<file path="src/rtl/edge_gate_ctrl_if.sv">
// Bundles the signals of edge_gate_ctrl, apart from clock and reset.
//   master : drives strobe, start/stop, continuous, align, gate length and result ready
//   slave  : the measurement block; returns busy, gate, result, result valid and overrun
// Parameters CNT_W and GATE_W must match those of the attached edge_gate_ctrl.
interface edge_gate_ctrl_if #(
  parameter int unsigned CNT_W  = 32,
  parameter int unsigned GATE_W = 32
);

  logic              strobe_i;
  logic              start_i;
  logic              stop_i;
  logic              continuous_i;
  logic              align_i;
  logic [GATE_W-1:0] gate_len_i;
  logic              busy_o;
  logic              gate_o;
  logic [CNT_W-1:0]  result_o;
  logic              result_valid_o;
  logic              result_ready_i;
  logic              overrun_o;

  modport master (
    output strobe_i, start_i, stop_i, continuous_i, align_i, gate_len_i, result_ready_i,
    input  busy_o, gate_o, result_o, result_valid_o, overrun_o
  );

  modport slave (
    input  strobe_i, start_i, stop_i, continuous_i, align_i, gate_len_i, result_ready_i,
    output busy_o, gate_o, result_o, result_valid_o, overrun_o
  );

endinterface

</file>
<file path="src/rtl/edge_gate_ctrl.sv">
// Gated edge counter: synchronises strobe_i, detects the selected edge, opens a gate
// window of gate_len_i clocks and counts edges only while the gate is open. At gate
// close the count is offered on a valid/ready result register; an unread result is
// kept and the new one dropped with overrun_o raised. Single-shot or continuous,
// with optional alignment of the gate start to the first edge.
//
// Ports:
//   clk_i  : clock
//   rst_i  : asynchronous, active-high reset
//   bus    : edge_gate_ctrl_if.slave
//            strobe_i, start_i, stop_i, continuous_i, align_i, gate_len_i, result_ready_i (in)
//            busy_o, gate_o, result_o, result_valid_o, overrun_o (out)
//
// Build option: define EDGE_GATE_SAT_EN to saturate the count at all-ones (and flag
// it on overrun_o) instead of wrapping modulo 2^CNT_W.
module edge_gate_ctrl #(
  parameter int unsigned CNT_W    = 32,
  parameter int unsigned GATE_W   = 32,
  parameter logic        POLARITY = 1'b1
) (
  input logic              clk_i,
  input logic              rst_i,
  edge_gate_ctrl_if.slave  bus
);

`ifdef EDGE_GATE_SAT_EN
  localparam bit SAT_EN = 1'b1;
`else
  localparam bit SAT_EN = 1'b0;
`endif

  typedef enum logic [1:0] {
    IDLE = 2'd0,
    ARM  = 2'd1,
    GATE = 2'd2
  } state_t;

  state_t            state, state_n;

  logic [3:0]        sr;
  logic              edge_det;

  logic [GATE_W-1:0] len_r;
  logic [GATE_W-1:0] timer;
  logic [CNT_W-1:0]  count;
  logic              sat_r;

  logic [CNT_W-1:0]  cnt_inc;
  logic [CNT_W-1:0]  final_cnt;
  logic              cnt_max;
  logic              final_sat;

  logic              start_acc;
  logic              arm_hit;
  logic              gate_step;
  logic              gate_close;
  logic              abort;

  logic              busy_q;
  logic              gate_q;
  logic              valid_q;
  logic              overrun_q;
  logic [CNT_W-1:0]  result_q;

  // Strobe synchroniser / edge pipeline; reset to the idle level so no edge follows reset
  always_ff @(posedge clk_i or posedge rst_i) begin
    if (rst_i) begin
      sr <= {4{~POLARITY}};
    end else begin
      sr <= {sr[2:0], bus.strobe_i};
    end
  end

  assign edge_det = (sr[3] != POLARITY) && (sr[2] == POLARITY);

  // Count increment, saturating only when the build option is on
  always_comb begin
    cnt_max   = (count == {CNT_W{1'b1}});
    cnt_inc   = (SAT_EN && cnt_max) ? count : count + CNT_W'(1);
    final_cnt = edge_det ? cnt_inc : count;
    final_sat = SAT_EN && (sat_r || (edge_det && cnt_max));
  end

  // State register
  always_ff @(posedge clk_i or posedge rst_i) begin
    if (rst_i) begin
      state <= IDLE;
    end else begin
      state <= state_n;
    end
  end

  // Next state and datapath control strobes
  always_comb begin
    state_n    = state;
    start_acc  = 1'b0;
    arm_hit    = 1'b0;
    gate_step  = 1'b0;
    gate_close = 1'b0;
    abort      = 1'b0;
    case (state)
      IDLE: begin
        if (bus.start_i && (bus.gate_len_i != '0)) begin
          start_acc = 1'b1;
          state_n   = bus.align_i ? ARM : GATE;
        end
      end
      ARM: begin
        if (bus.stop_i) begin
          abort   = 1'b1;
          state_n = IDLE;
        end else if (edge_det) begin
          arm_hit = 1'b1;
          state_n = GATE;
        end
      end
      GATE: begin
        // stop beats a coincident gate close
        if (bus.stop_i) begin
          abort   = 1'b1;
          state_n = IDLE;
        end else if (timer == len_r) begin
          gate_close = 1'b1;
          state_n    = bus.continuous_i ? GATE : IDLE;
        end else begin
          gate_step = 1'b1;
        end
      end
      default: state_n = IDLE;
    endcase
  end

  // Gate timer, edge count, result register and status flags
  always_ff @(posedge clk_i or posedge rst_i) begin
    if (rst_i) begin
      len_r     <= '0;
      timer     <= '0;
      count     <= '0;
      sat_r     <= 1'b0;
      result_q  <= '0;
      valid_q   <= 1'b0;
      overrun_q <= 1'b0;
      busy_q    <= 1'b0;
      gate_q    <= 1'b0;
    end else begin
      busy_q <= (state_n != IDLE);
      gate_q <= (state_n == GATE);

      if (start_acc) begin
        len_r <= bus.gate_len_i;
        timer <= GATE_W'(1);
        count <= '0;
        sat_r <= 1'b0;
      end else if (arm_hit) begin
        // the aligning edge is the first one counted
        timer <= GATE_W'(1);
        count <= CNT_W'(1);
        sat_r <= 1'b0;
      end else if (gate_step) begin
        timer <= timer + GATE_W'(1);
        if (edge_det) begin
          count <= cnt_inc;
          sat_r <= sat_r | cnt_max;
        end
      end else if (gate_close) begin
        // a continuous restart begins at gate cycle 1 with no dead cycle
        timer <= GATE_W'(1);
        count <= '0;
        sat_r <= 1'b0;
      end else if (abort) begin
        timer <= '0;
        count <= '0;
        sat_r <= 1'b0;
      end

      // a new result may replace one being consumed in the same cycle
      if (gate_close && (!valid_q || bus.result_ready_i)) begin
        result_q <= final_cnt;
        valid_q  <= 1'b1;
      end else if (valid_q && bus.result_ready_i) begin
        valid_q <= 1'b0;
      end

      if (start_acc) begin
        overrun_q <= 1'b0;
      end else if (gate_close && ((valid_q && !bus.result_ready_i) || final_sat)) begin
        overrun_q <= 1'b1;
      end
    end
  end

  assign bus.busy_o         = busy_q;
  assign bus.gate_o         = gate_q;
  assign bus.result_o       = result_q;
  assign bus.result_valid_o = valid_q;
  assign bus.overrun_o      = overrun_q;

endmodule
</file>
<file path="src/flat_wrapper.sv">
// flat-port wrapper written by rule: the top's interface ports become plain ports
module edge_gate_ctrl_flat 
#(
  parameter int unsigned CNT_W    = 32,
  parameter int unsigned GATE_W   = 32,
  parameter logic        POLARITY = 1'b1
)
  (clk_i, rst_i, bus_strobe_i, bus_start_i, bus_stop_i, bus_continuous_i, bus_align_i, bus_gate_len_i, bus_result_ready_i, bus_busy_o, bus_gate_o, bus_result_o, bus_result_valid_o, bus_overrun_o);
  edge_gate_ctrl_if #(.CNT_W(CNT_W), .GATE_W(GATE_W)) bus_i ();
  input logic clk_i;
  input logic rst_i;
  input wire logic [$bits(bus_i.strobe_i)-1:0] bus_strobe_i;
  input wire logic [$bits(bus_i.start_i)-1:0] bus_start_i;
  input wire logic [$bits(bus_i.stop_i)-1:0] bus_stop_i;
  input wire logic [$bits(bus_i.continuous_i)-1:0] bus_continuous_i;
  input wire logic [$bits(bus_i.align_i)-1:0] bus_align_i;
  input wire logic [$bits(bus_i.gate_len_i)-1:0] bus_gate_len_i;
  input wire logic [$bits(bus_i.result_ready_i)-1:0] bus_result_ready_i;
  output wire logic [$bits(bus_i.busy_o)-1:0] bus_busy_o;
  output wire logic [$bits(bus_i.gate_o)-1:0] bus_gate_o;
  output wire logic [$bits(bus_i.result_o)-1:0] bus_result_o;
  output wire logic [$bits(bus_i.result_valid_o)-1:0] bus_result_valid_o;
  output wire logic [$bits(bus_i.overrun_o)-1:0] bus_overrun_o;
  assign bus_i.strobe_i = bus_strobe_i;
  assign bus_i.start_i = bus_start_i;
  assign bus_i.stop_i = bus_stop_i;
  assign bus_i.continuous_i = bus_continuous_i;
  assign bus_i.align_i = bus_align_i;
  assign bus_i.gate_len_i = bus_gate_len_i;
  assign bus_i.result_ready_i = bus_result_ready_i;
  assign bus_busy_o = bus_i.busy_o;
  assign bus_gate_o = bus_i.gate_o;
  assign bus_result_o = bus_i.result_o;
  assign bus_result_valid_o = bus_i.result_valid_o;
  assign bus_overrun_o = bus_i.overrun_o;
  edge_gate_ctrl #(.CNT_W(CNT_W), .GATE_W(GATE_W), .POLARITY(POLARITY)) u_core (.clk_i(clk_i), .rst_i(rst_i), .bus(bus_i));
endmodule
</file>
<file path="config.mk">
export PLATFORM = sky130hd
export DESIGN_NAME = edge_gate_ctrl_flat
export DESIGN_NICKNAME = d
export VERILOG_FILES = /design/src/rtl/edge_gate_ctrl_if.sv /design/src/rtl/edge_gate_ctrl.sv /design/src/flat_wrapper.sv
export SDC_FILE = /design/constraint.sdc
export NUM_CORES = 1
export LEC_CHECK = 0
export ABC_AREA = 1
export CAP_MARGIN = 0
export CORE_MARGIN = 4
export CORE_UTILIZATION = 45
export CTS_CLUSTER_SIZE = 12
export DETAILED_ROUTE_END_ITERATION = 7
export GPL_TIMING_DRIVEN = 1
export PLACE_DENSITY = 0.7
export SYNTH_ARGS = -nofsm -noshare
export SYNTH_HDL_FRONTEND = slang
export SYNTH_SLANG_ARGS = --single-unit
</file>
<file path="constraint.sdc">
create_clock -name clk_i -period 6.25 [get_ports clk_i]
set_clock_uncertainty 0.1 [all_clocks]
set_input_delay 1.25 -clock clk_i [delete_from_list [all_inputs] [get_ports clk_i]]
set_output_delay 1.25 -clock clk_i [all_outputs]
set_load 0.05 [all_outputs]
</file>
== Word-level counts from Yosys, hierarchy flattened ==
Cells that the tools add are included.
Word-level totals
  RAM bits: 0
  input port bits: 40
  logic and storage cells: 68
  output and inout bits: 36
  latch bits: 0
  memories kept: 0
  bits in read-only memories: 0
  bits in registers: 138
Operators by class
  $mul: 0
  muxes and demuxes: 35
  add/subtract/negate cells: 2
  reductions and logical operators: 16
  order comparisons: 0
  div/mod/pow operators: 0
  shifts and indexed selects: 0
  equality and inequality tests: 4
  bitwise logic cells: 1
Operators by type and width (number)
  $mux 32: 10
  $add 32x1->32 const B: 2
  $eq 32x32->1: 1
  $reduce_bool 32->1: 1
  $mux 1: 17
  $mux 2: 7
  $logic_and 1x1->1: 6
  $pmux 2 s3: 1
  $reduce_bool 2->1: 3
  $reduce_bool 5->1: 1
  $eq 2x2->1 const B: 2
  $eq 2x1->1 const B: 1
  $logic_not 1->1: 2
  $logic_not 2->1: 1
  $reduce_or 2->1: 1
  $logic_or 1x1->1: 1
  $not 1->1: 1

== Longest topological paths before layout ==
Gate-level depths: netlist of run 1.
  depth after elaboration: 8
  gate-level depth with buffers: 16
  gate-level depth less buffers: 14

== Worst setup path before layout of run 1 ==
Ideal clock, no wire load.
  path kind: input-to-reg
  start point: input bus_gate_len_i[10]
  end point: register u_core.count[10]
  setup slack: 3.569 ns
  cell stages on the path: 13
  buffers on the path: 2
  setup time: 0.083 ns
  arrival: 2.499 ns
  data required time: 6.067 ns
  path through: nor2_1 > nand4_1 > nor2_1 > nand2_1 > nand2_1 > inv_1 > nand2_1 > nand2_1 > inv_2 > nand2_1 > buf_4 > clkbuf_1 > o21ai_0
Between the ends
  cells in the longest elaborated chain, start to end: 5
RTL lines
  start, declared: line flat_wrapper.sv:17  | input wire logic [$bits(bus_i.gate_len_i)-1:0] bus_gate_len_i;
  $reduce_bool 32->1 *: line edge_gate_ctrl.sv:103  | if (bus.start_i && (bus.gate_len_i != '0)) begin
  $logic_and 1x1->1 *: line edge_gate_ctrl.sv:103
  $mux 1 *: line edge_gate_ctrl.sv:103
  $mux 1 *: line edge_gate_ctrl.sv:101  | case (state)
  $reduce_bool 5->1 (no line) or $mux 32 (tied branches)
  end signal, assigned: line edge_gate_ctrl.sv:162  | count <= cnt_inc;
  end, declared: line edge_gate_ctrl.sv:45  | logic [CNT_W-1:0] count;
Mark *: on every way between the ends. The rest lies on a longest branch, timed or not.
A chain may end at the register's enable or synchronous reset.

== Final worst setup path of run 1 ==
  start point: input bus_stop_i
  end point: register u_core.timer[16]
Between the ends
  cells in the longest elaborated chain, start to end: 6
RTL lines
  start, declared: line flat_wrapper.sv:14  | input wire logic [$bits(bus_i.stop_i)-1:0] bus_stop_i;
  $mux 1: line edge_gate_ctrl.sv:119  | if (bus.stop_i) begin
  $mux 1: line edge_gate_ctrl.sv:101
  $mux 32: line edge_gate_ctrl.sv:165  | end else if (gate_close) begin
  $mux 32: line edge_gate_ctrl.sv:159  | end else if (gate_step) begin
  $mux 32: line edge_gate_ctrl.sv:154  | end else if (arm_hit) begin
  $mux 32: line edge_gate_ctrl.sv:149  | if (start_acc) begin
  end signal, assigned: line edge_gate_ctrl.sv:160  | timer <= timer + GATE_W'(1);
  end, declared: line edge_gate_ctrl.sv:44  | logic [GATE_W-1:0] timer;
Several ways; a longest one is shown, not always the timed one.

==> results.json, run 1 <==
{
  "syn_nets": 1053,
  "slowest_delay_ns": 0.75,
  "path_class": "primary input to flop",
  "final_area_sq_um": 9059,
  "worstMarginPinSlew_ns": 1.156,
  "grt_overflow": 0,
  "first_global_vias": 6341,
  "finalMaxSlewViolations": 0,
  "multiInputGateArea_sq_um": 3493,
  "critPathArrivalTime_ns": 4.49,
  "cp-start-kind": "primary input",
  "cp_max_fo": 56,
  "drt.antenna.violating_nets": 0,
  "final_nets": 1119,
  "synthDominantCellAreaShare": 0.4586,
  "powerDensity_nw_per_um2": 316.5,
  "min-delay-start": "u_core.sr[1]",
  "root_buffer": "clkbuf_16",
  "min_period_ns": 4.286,
  "post_cts_resized": 0,
  "r2r-start": "u_core.state[1]",
  "grt_pass1_wl_um": 30800,
  "clk_latency_ns": 0.43,
  "start_util": 0.4573,
  "ioPinCount": 76,
  "viasPerCell": 5.042,
  "hold_path.class": "flop to flop",
  "cts_sinks": 138,
  "place_inst": 1274,
  "seq_area_frac_synth": 0.4586,
  "ff2ff_path_depth": 9,
  "rsz0062_at_grt": "no",
  "cts_tree": "yes",
  "fin_crit_sh": 0.6858,
  "endpoint_kind": "flop",
  "worstReg2RegEnd": "u_core.timer[16]",
  "fp.dieArea_sq_um": 18870,
  "setup_slack_ns": 1.964,
  "holdPathEnd": "u_core.sr[2]",
  "drive_above_1_share": 0.04797,
  "final_cells": 1304,
  "wl_per_cell_um": 14.12,
  "io_buffers": 75,
  "place_ws_ns": 1.542,
  "syn_area_sq_um": 7530,
  "route.final.wire_length_um": 18420,
  "worst_hold_slack_ns": 0.2463,
  "syn_to_final_growth_pct": 20.31,
  "cts_setup_buffers": 0,
  "grt_max_degree": 93,
  "synthCells": 1007,
  "reg2reg_slack_ns": 2.75,
  "netlist_top_cells_area": "dfrtp_1 46%, nand2_1 16%, xor2_1 6.6%",
  "final_hold_viol_count": 0,
  "num_rows": 47,
  "ir_drop_uv": 238.2,
  "first_pass_iters": 5,
  "synth_seq_cells": 138,
  "p_leak_nw": 4.042,
  "whs_path_depth": 0,
  "yosysTopAreaCell": "dfrtp_1",
  "core_sq_um": 16470,
  "grt_usage": 0.2079,
  "maxCapViolCount": 0,
  "fmax_mhz": 233.3,
  "die_h_um": 137.4,
  "yosys_warnings": 0,
  "drt_iter0_markers": 423,
  "dp_hpwl_um": 12770,
  "cts.path.max_buffers": 2,
  "fin_tns_setup_ns": 0,
  "cp_cell_sequence": "clkdlybuf4s50_1 -> inv_1 -> nand2_1 -> nor2_1 -> inv_1 -> nand2_1 -> inv_2 -> nand2_2 -> o21ai_0",
  "nFillCells": 1576,
  "outcome": "finished, final reports clean",
  "setup_violations": 0,
  "timing.slew.headroom": 0.2273,
  "hold_buffers": 0,
  "yosysUniqueCellTypes": 30,
  "routabilityCongestion": 0.9207,
  "antenna_found_initial": 0,
  "crit_required_ns": 6.45,
  "vias": 6575,
  "cp_slowest_cell": "inv_1",
  "h-tree-depth": 4,
  "drc": 0,
  "cts_made_buffers": 17,
  "avgSynthCellArea_sq_um": 7.477,
  "antenna_cells": 0,
  "die_w_um": 137.4,
  "place_area_sq_um": 8436,
  "seqCellArea_sq_um": 3453,
  "path_clk_slew_ns": 0.06
}
-- metal layers --
layer / vias up / wire length (um) / track usage
met4: 0 / 304 / 0.07151
met2: 134 / 8942 / 0.3490
li1: 3297 / - / -
met3: 23 / 684 / 0.04091
met5: - / 0 / 0
met1: 3121 / 8485 / 0.2690
-- Yosys cell counts (all sizes together) --
library cell,number
a21oi,3
inv,109
nor2,106
buf,17
xor2,57
nand2,327
nand4,19
nor3,31
o21ai,84
o2111ai,1
nand2b,1
clkinv,1
xnor2,15
clkbuf,17
nor4,2
ha,6
nand3,71
o31ai,2
dfrtp,138
-- how the worst max path moves through the flow --
| stage | cells past startpoint | slack, ns | endpoint | from |
|---|---|---|---|---|
| after floorplan | 1 | 1.20 | u_core.bus.busy_o | rst_i |
| after global placement | 9 | 1.68 | u_core.timer[23] | bus_stop_i |
| after detailed placement | 9 | 1.54 | u_core.timer[2] | bus_stop_i |
| after CTS | 9 | 1.97 | u_core.timer[16] | bus_stop_i |
| after global routing | 9 | 1.70 | u_core.timer[16] | bus_stop_i |
| final | 9 | 1.96 | u_core.timer[16] | bus_stop_i |
-- worst max-delay path, delay by kind of cell --
kind | cells | cell delay (ns)
buffers and inverters | 4 | 1.66
AOI/OAI and AO/OA | 1 | 0.47
and+or+nand+nor | 4 | 1.06
-- cell type report --
class / instances / area share
sequential: 138 / 0.3812
inverter: 110 / 0.04613
multi-input combinational: 725 / 0.3856
tap: 220 / 0.03039
clock buffer: 20 / 0.05041
timing repair buffer: 81 / 0.08785
clock inverter: 10 / 0.01837
-- through the flow --
stage,util,power (mW)
after floorplan,-,1.606
after global placement,0.5123,1.789
after detailed placement,0.5123,1.807
after CTS,0.5502,2.882
after global routing,0.5502,3.028
final,0.5502,2.867
-- report_power, final --
part | total [mW] | leakage, nW | switching [mW] | internal [mW]
clock network | 1.08 | 0.299 | 0.390 | 0.687
registers | 1.11 | 1.85 | 0.0849 | 1.02
logic | 0.684 | 1.89 | 0.477 | 0.207
-- flip-flops by register name, indices dropped and copies added, names as in the netlist --
register	count
u_core.bus.overrun_o	1
u_core.sr	4
u_core.count	32
u_core.bus.busy_o	1
u_core.bus.result_valid_o	1
u_core.timer	32
u_core.bus.result_o	32
u_core.len_r	32
u_core.state	2
u_core.bus.gate_o	1
-- kinds of logic after synthesis --
| family | synth area share |
|---|---|
| fa+ha+maj | 0.009970 |
| xor+xnor | 0.08375 |
| flops | 0.4586 |
| simple gates | 0.3061 |
| buf+inv | 0.07810 |
| compound gates | 0.06348 |
-- placed cells by master (no fill, tap or decap), drive strengths merged, types with 2 or more instances in the layout --
cell / n
nand2: 327
nand4: 19
clkdlybuf4s50: 75
dfrtp: 138
nor3: 31
buf: 6
clkinv: 3
xor2: 57
inv: 111
a21oi: 3
o31ai: 2
clkinvlp: 2
xnor2: 15
nor2: 106
nor4: 2
o21ai: 84
ha: 6
bufinv: 4
clkbuf: 20
nand3: 71
(Power assumes the default switching activity.)
==> inputs of run 2 (changes only) <==
Clock period 6.25 ns to 4 ns, I/O delays scaled along.
==> run 2 against run 1 <==
Setup slack worse by 0.78 ns. Sequential power up 56%. Sequential share of layout area down 0.58 points. Global-route usage up 0.17 points. Die area unchanged. Critical path type unchanged.
==> results.json, run 2 (synthesized netlist as in run 1, its figures left out) <==
{
  "outcome": "finished, final reports clean",
  "final_common_cell": "nand2_1",
  "crit_required_ns": 4.24,
  "dp_hpwl_um": 13300,
  "min_period_ns": 2.821,
  "finalMaxSlewViolations": 0,
  "place_area_sq_um": 8527,
  "routabilityCongestion": 0.8942,
  "drc": 0,
  "first_global_vias": 6525,
  "start_util": 0.4573,
  "cp_common_cell": "nand2_1",
  "drive_above_1_share": 0.05403,
  "grt_pass1_wl_um": 30910,
  "cts_made_buffers": 17,
  "critPathArrivalTime_ns": 3.06,
  "first_pass_iters": 5,
  "timing.slew.headroom": 0.4554,
  "hold_path.class": "flop to flop",
  "ir_drop_uv": 324.8,
  "io_buffers": 75,
  "clockPowerShare": 0.389,
  "cts_setup_buffers": 0,
  "ioPinCount": 76,
  "drt.antenna.violating_nets": 0,
  "cp_slowest_cell": "clkdlybuf4s50_1",
  "final_hold_viol_count": 0,
  "die_w_um": 137.4,
  "path_class": "primary input to flop",
  "rsz0062_at_grt": "no",
  "route.final.wire_length_um": 18580,
  "grt_usage": 0.2096,
  "wl_per_cell_um": 14.16,
  "cp_cell_sequence": "clkdlybuf4s50_1 -> nor2_1 -> nand4_1 -> nor2_1 -> nand2_1 -> nand2_1 -> inv_1 -> nand2_1 -> nand2_1 -> nor2_2 -> buf_12 -> nand2_1 -> o21ai_0",
  "p_int_mw": 3.127,
  "antenna_cells": 0,
  "final_area_sq_um": 9198,
  "maxCapViolCount": 0,
  "cp_max_fo": 23,
  "cts.path.max_buffers": 2,
  "place_ws_ns": 0.7122,
  "endpoint_kind": "flop",
  "h-tree-depth": 4,
  "comb_power_share": 0.238,
  "final_cell_mix": "326 x nand2_1, 138 x dfrtp_1, 104 x inv_1, 102 x nor2_1",
  "clk_latency_ns": 0.43,
  "cts_tree": "yes",
  "antenna_found_initial": 0,
  "die_h_um": 137.4,
  "path_clk_slew_ns": 0.06,
  "num_rows": 47,
  "viasPerCell": 5.019,
  "post_cts_resized": 0,
  "vias": 6585,
  "p_leak_nw": 4.095,
  "cts_sinks": 138,
  "slowest_delay_ns": 0.44,
  "grt_overflow": 0,
  "setup_slack_ns": 1.179,
  "hold_buffers": 0,
  "p_switching_mw": 1.504,
  "seq_power_share": 0.374,
  "fp.dieArea_sq_um": 18870,
  "final_nets": 1125,
  "fin_crit_sh": 0.7052,
  "drt_iter0_markers": 422,
  "syn_to_final_growth_pct": 22.15,
  "core_sq_um": 16470,
  "setup_violations": 0,
  "fin_tns_setup_ns": 0,
  "cp-start-kind": "primary input",
  "fmax_mhz": 354.5,
  "swShare": 0.3248,
  "worstMarginPinSlew_ns": 0.8161,
  "powerDensity_nw_per_um2": 503.5,
  "grt_max_degree": 55,
  "root_buffer": "clkbuf_16"
}
run 2: worst paths after layout:
check	startpoint	endpoint	slack, ns	cells past startpoint
setup reg to reg	u_core.timer[18]	u_core.bus.result_o[11]	1.46	13
min in group asynchronous	rst_i	u_core.len_r[2]	0.75	2
hold reg to reg	u_core.sr[0]	u_core.sr[1]	0.25	0
max in group asynchronous	rst_i	u_core.count[26]	2.33	3
setup / recovery	bus_gate_len_i[0]	u_core.count[29]	1.18	13
hold / removal	u_core.sr[0]	u_core.sr[1]	0.25	0
run 2: per-stage QoR:
step                hold slack, ns  std cells  utilization  total power [mW]
floorplan                   0.2312       1007            -             2.510
global placement            0.2340       1280       0.5179             2.823
detailed placement          0.2355       1280       0.5179             2.854
CTS                         0.2487       1312       0.5586             4.665
global route                0.2645       1312       0.5586             4.900
finish                      0.2479       1312       0.5586             4.631
run 2: power groups by stage:
stage | Sequential (mW) | Combinational, mW | Clock (mW)
6_report | 1.73 | 1.10 | 1.80
3_5_place_dp | 1.75 | 1.10 | 0
2_1_floorplan | 1.76 | 0.747 | 0
4_1_cts | 1.73 | 1.11 | 1.83
3_3_place_gp | 1.74 | 1.08 | 0
5_1_grt | 1.76 | 1.25 | 1.90
run 2: final cells by class:
cell class	instances	area (sq um)
fillers	1564	7268
multi-input cells	725	3491
flip-flops and latches	138	3453
repair buffers	87	890.9
clock buffers	18	429.2
inverters	110	416.7
well taps	220	275.3
clock inverters	14	241.5
run 2: worst max-delay path, delay by kind of cell:
| family | cells | cell delay [ns] |
|---|---|---|
| AO/OA/AOI/OAI | 1 | 0.09 |
| buffers and inverters | 3 | 0.74 |
| AND/OR/NAND/NOR | 9 | 1.42 |
run 2: per-layer routing:
metal | GRT usage | up-vias | routed length [um]
met5 | 0 | - | 0
met2 | 0.3545 | 139 | 9104
li1 | - | 3307 | -
met1 | 0.2678 | 3110 | 8412
met3 | 0.03798 | 29 | 701
met4 | 0.08038 | 0 | 362
==> inputs of run 3 (changes only) <==
Settings changed: PLACE_DENSITY 0.7 to 0.73.
Clock period 4 ns to 2.35 ns, I/O delays scaled along.
==> run 3 against run 2 <==
Critical path type is now flop to flop. Highest routed layer unchanged. Sequential share of layout area fell by 1.6 points. Largest cell class unchanged. Setup slack got worse by 1.0 ns. Global-route usage rose by 0.42 points. Sequential power rose by 70%. Worst hold slack improved by 0.0080 ns. Core utilization rose by 2.5 points. Power rose by 76%. Combinational power rose by 110%. Cell count rose by 3.4%. Routed wire length rose by 4.1%. Sequential cell count did not move. First-iteration DRC count rose by 25%.
==> results.json, run 3 (synthesized netlist as in run 1, its figures left out) <==
{
  "outcome": "finished, final reports clean",
  "r2r-start": "u_core.count[1]",
  "worst-path-stages": 11,
  "worstMarginPinSlew_ns": 0.5766,
  "fp.dieArea_sq_um": 18870,
  "critPathArrivalTime_ns": 2.47,
  "final_cell_mix": "325 x nand2_1, 138 x dfrtp_1, 104 x inv_1, 99 x nor2_1, 75 x clkdlybuf4s50_1",
  "wl_per_cell_um": 14.25,
  "place_inst": 1322,
  "worstReg2RegEnd": "u_core.bus.result_o[30]",
  "path_delay_family": "simple AND/OR/NAND/NOR gates",
  "slowest_delay_ns": 0.41,
  "cts_tree": "yes",
  "cp_slowest_cell": "dfrtp_1",
  "viasPerCell": 5.007,
  "drt_iter0_markers": 526,
  "routabilityCongestion": 0.9382,
  "grt_usage": 0.2138,
  "final_hold_viol_count": 0,
  "die_h_um": 137.4,
  "ir_drop_uv": 455.5,
  "cp-start-kind": "flop",
  "root_buffer": "clkbuf_16",
  "first_global_vias": 6655,
  "cp_num_buf_inv": 0,
  "cts_sinks": 138,
  "crit_required_ns": 2.61,
  "syn_to_final_growth_pct": 27.67,
  "antenna_found_initial": 0,
  "cp_max_fo": 4,
  "grt_pass1_wl_um": 31950,
  "setup_violations": 0,
  "cts_made_buffers": 17,
  "drive_above_1_share": 0.09675,
  "h-tree-depth": 4,
  "p_leak_nw": 4.334,
  "timing.slew.headroom": 0.6156,
  "reg2reg_slack_ns": 0.14,
  "start_util": 0.4573,
  "drt.antenna.violating_nets": 0,
  "clk_latency_ns": 0.43,
  "rsz0062_at_grt": "yes",
  "place_area_sq_um": 8880,
  "vias": 6795,
  "path_class": "flop to flop",
  "min_period_ns": 2.211,
  "crit_end": "u_core.bus.result_o[30]",
  "final_cells": 1357,
  "core_sq_um": 16470,
  "drc": 0,
  "final_nets": 1170,
  "cts.path.max_buffers": 2,
  "fmax_mhz": 452.3,
  "grt_max_degree": 102,
  "antenna_cells": 0,
  "num_rows": 47,
  "final_area_sq_um": 9613,
  "dp_hpwl_um": 13700,
  "fin_crit_sh": 0.9407,
  "finalMaxSlewViolations": 0,
  "cp_cell_sequence": "ha_1 -> nand3_1 -> nor2_1 -> nand2_1 -> nor2_1 -> nand2_1 -> nor2_1 -> nand2_1 -> xor2_1 -> nand3_1 -> nand2_1",
  "hold_path.class": "flop to flop",
  "die_w_um": 137.4,
  "maxCapViolCount": 0,
  "powerDensity_nw_per_um2": 845.9,
  "endpoint_kind": "flop",
  "worstSetupStartpoint": "u_core.count[1]",
  "route.final.wire_length_um": 19340,
  "cp_common_cell": "nand2_1",
  "ioPinCount": 76,
  "final_common_cell": "nand2_1",
  "io_buffers": 75,
  "ff2ff_path_depth": 11,
  "path_clk_slew_ns": 0.06,
  "first_pass_iters": 5,
  "hold_buffers": 0,
  "grt_overflow": 0
}
run 3: cell count changes in the layout (fill, tap and decap cells not counted), moves of 2 or more:
cell | before | now
clkinv_2 | 1 | 3
clkinvlp_4 | 5 | 3
bufinv_16 | 6 | 4
nor2_2 | 3 | 5
o21ai_0 | 75 | 69
o21ai_1 | 5 | 10
clkinv_4 | 1 | 3
buf_12 | 4 | 9
nor2_1 | 102 | 99
buf_4 | 8 | 45
run 3: stage by stage:
| stage | TNS, ns | utilization | setup WS, ns | hold WS [ns] | power [mW] |
|---|---|---|---|---|---|
| 3_3_place_gp | -20.41 | 0.5393 | -0.2731 | 0.2347 | 5.174 |
| 2_1_floorplan | 0 | - | 0.05888 | 0.2312 | 4.272 |
| 5_1_grt | -0.06092 | 0.5838 | -0.03468 | 0.2657 | 8.606 |
| 4_1_cts | 0 | 0.5777 | 0.08266 | 0.2575 | 8.132 |
| 6_report | 0 | 0.5838 | 0.1392 | 0.2559 | 8.131 |
| 3_5_place_dp | -21.74 | 0.5393 | -0.3208 | 0.2442 | 5.225 |
run 3: worst min-delay path by stage:
stage	start	cells after the start	slack (ns)	end
finish	u_core.sr[0]	0	0.26	u_core.sr[1]
global route	u_core.sr[0]	0	0.27	u_core.sr[1]
CTS	u_core.sr[0]	0	0.26	u_core.sr[1]
detailed placement	u_core.sr[0]	0	0.24	u_core.sr[1]
global placement	u_core.sr[0]	0	0.23	u_core.sr[1]
floorplan	u_core.sr[0]	0	0.23	u_core.sr[1]
run 3: where the power goes:
group / total (mW) / internal, mW / leakage [nW] / switching [mW]
sequential: 2.94 / 2.71 / 1.85 / 0.222
combinational: 2.30 / 0.931 / 2.18 / 1.37
clock: 2.89 / 1.81 / 0.307 / 1.08
total: 8.13 / 5.45 / 4.33 / 2.68
run 3: final cells by class:
class	instances	area, sq um
Tap cell	220	275.3
Timing Repair Buffer	131	1305
Fill cell	1538	6853
Sequential cell	138	3453
Inverter	110	416.7
Clock buffer	18	439.2
Clock inverter	14	193.9
Multi-Input combinational cell	726	3530
run 3: layer usage:
layer	vias up	track usage	wire length [um]
li1	3400	-	-
met1	3224	0.2718	8590
met2	151	0.3711	9703
met3	20	0.03908	774
met4	0	0.06486	276
met5	-	0	0
run 3: repair_timing:
item	CTS	global route
setup endpoints to repair	0	102
gates resized for setup	0	17
setup buffers	0	1
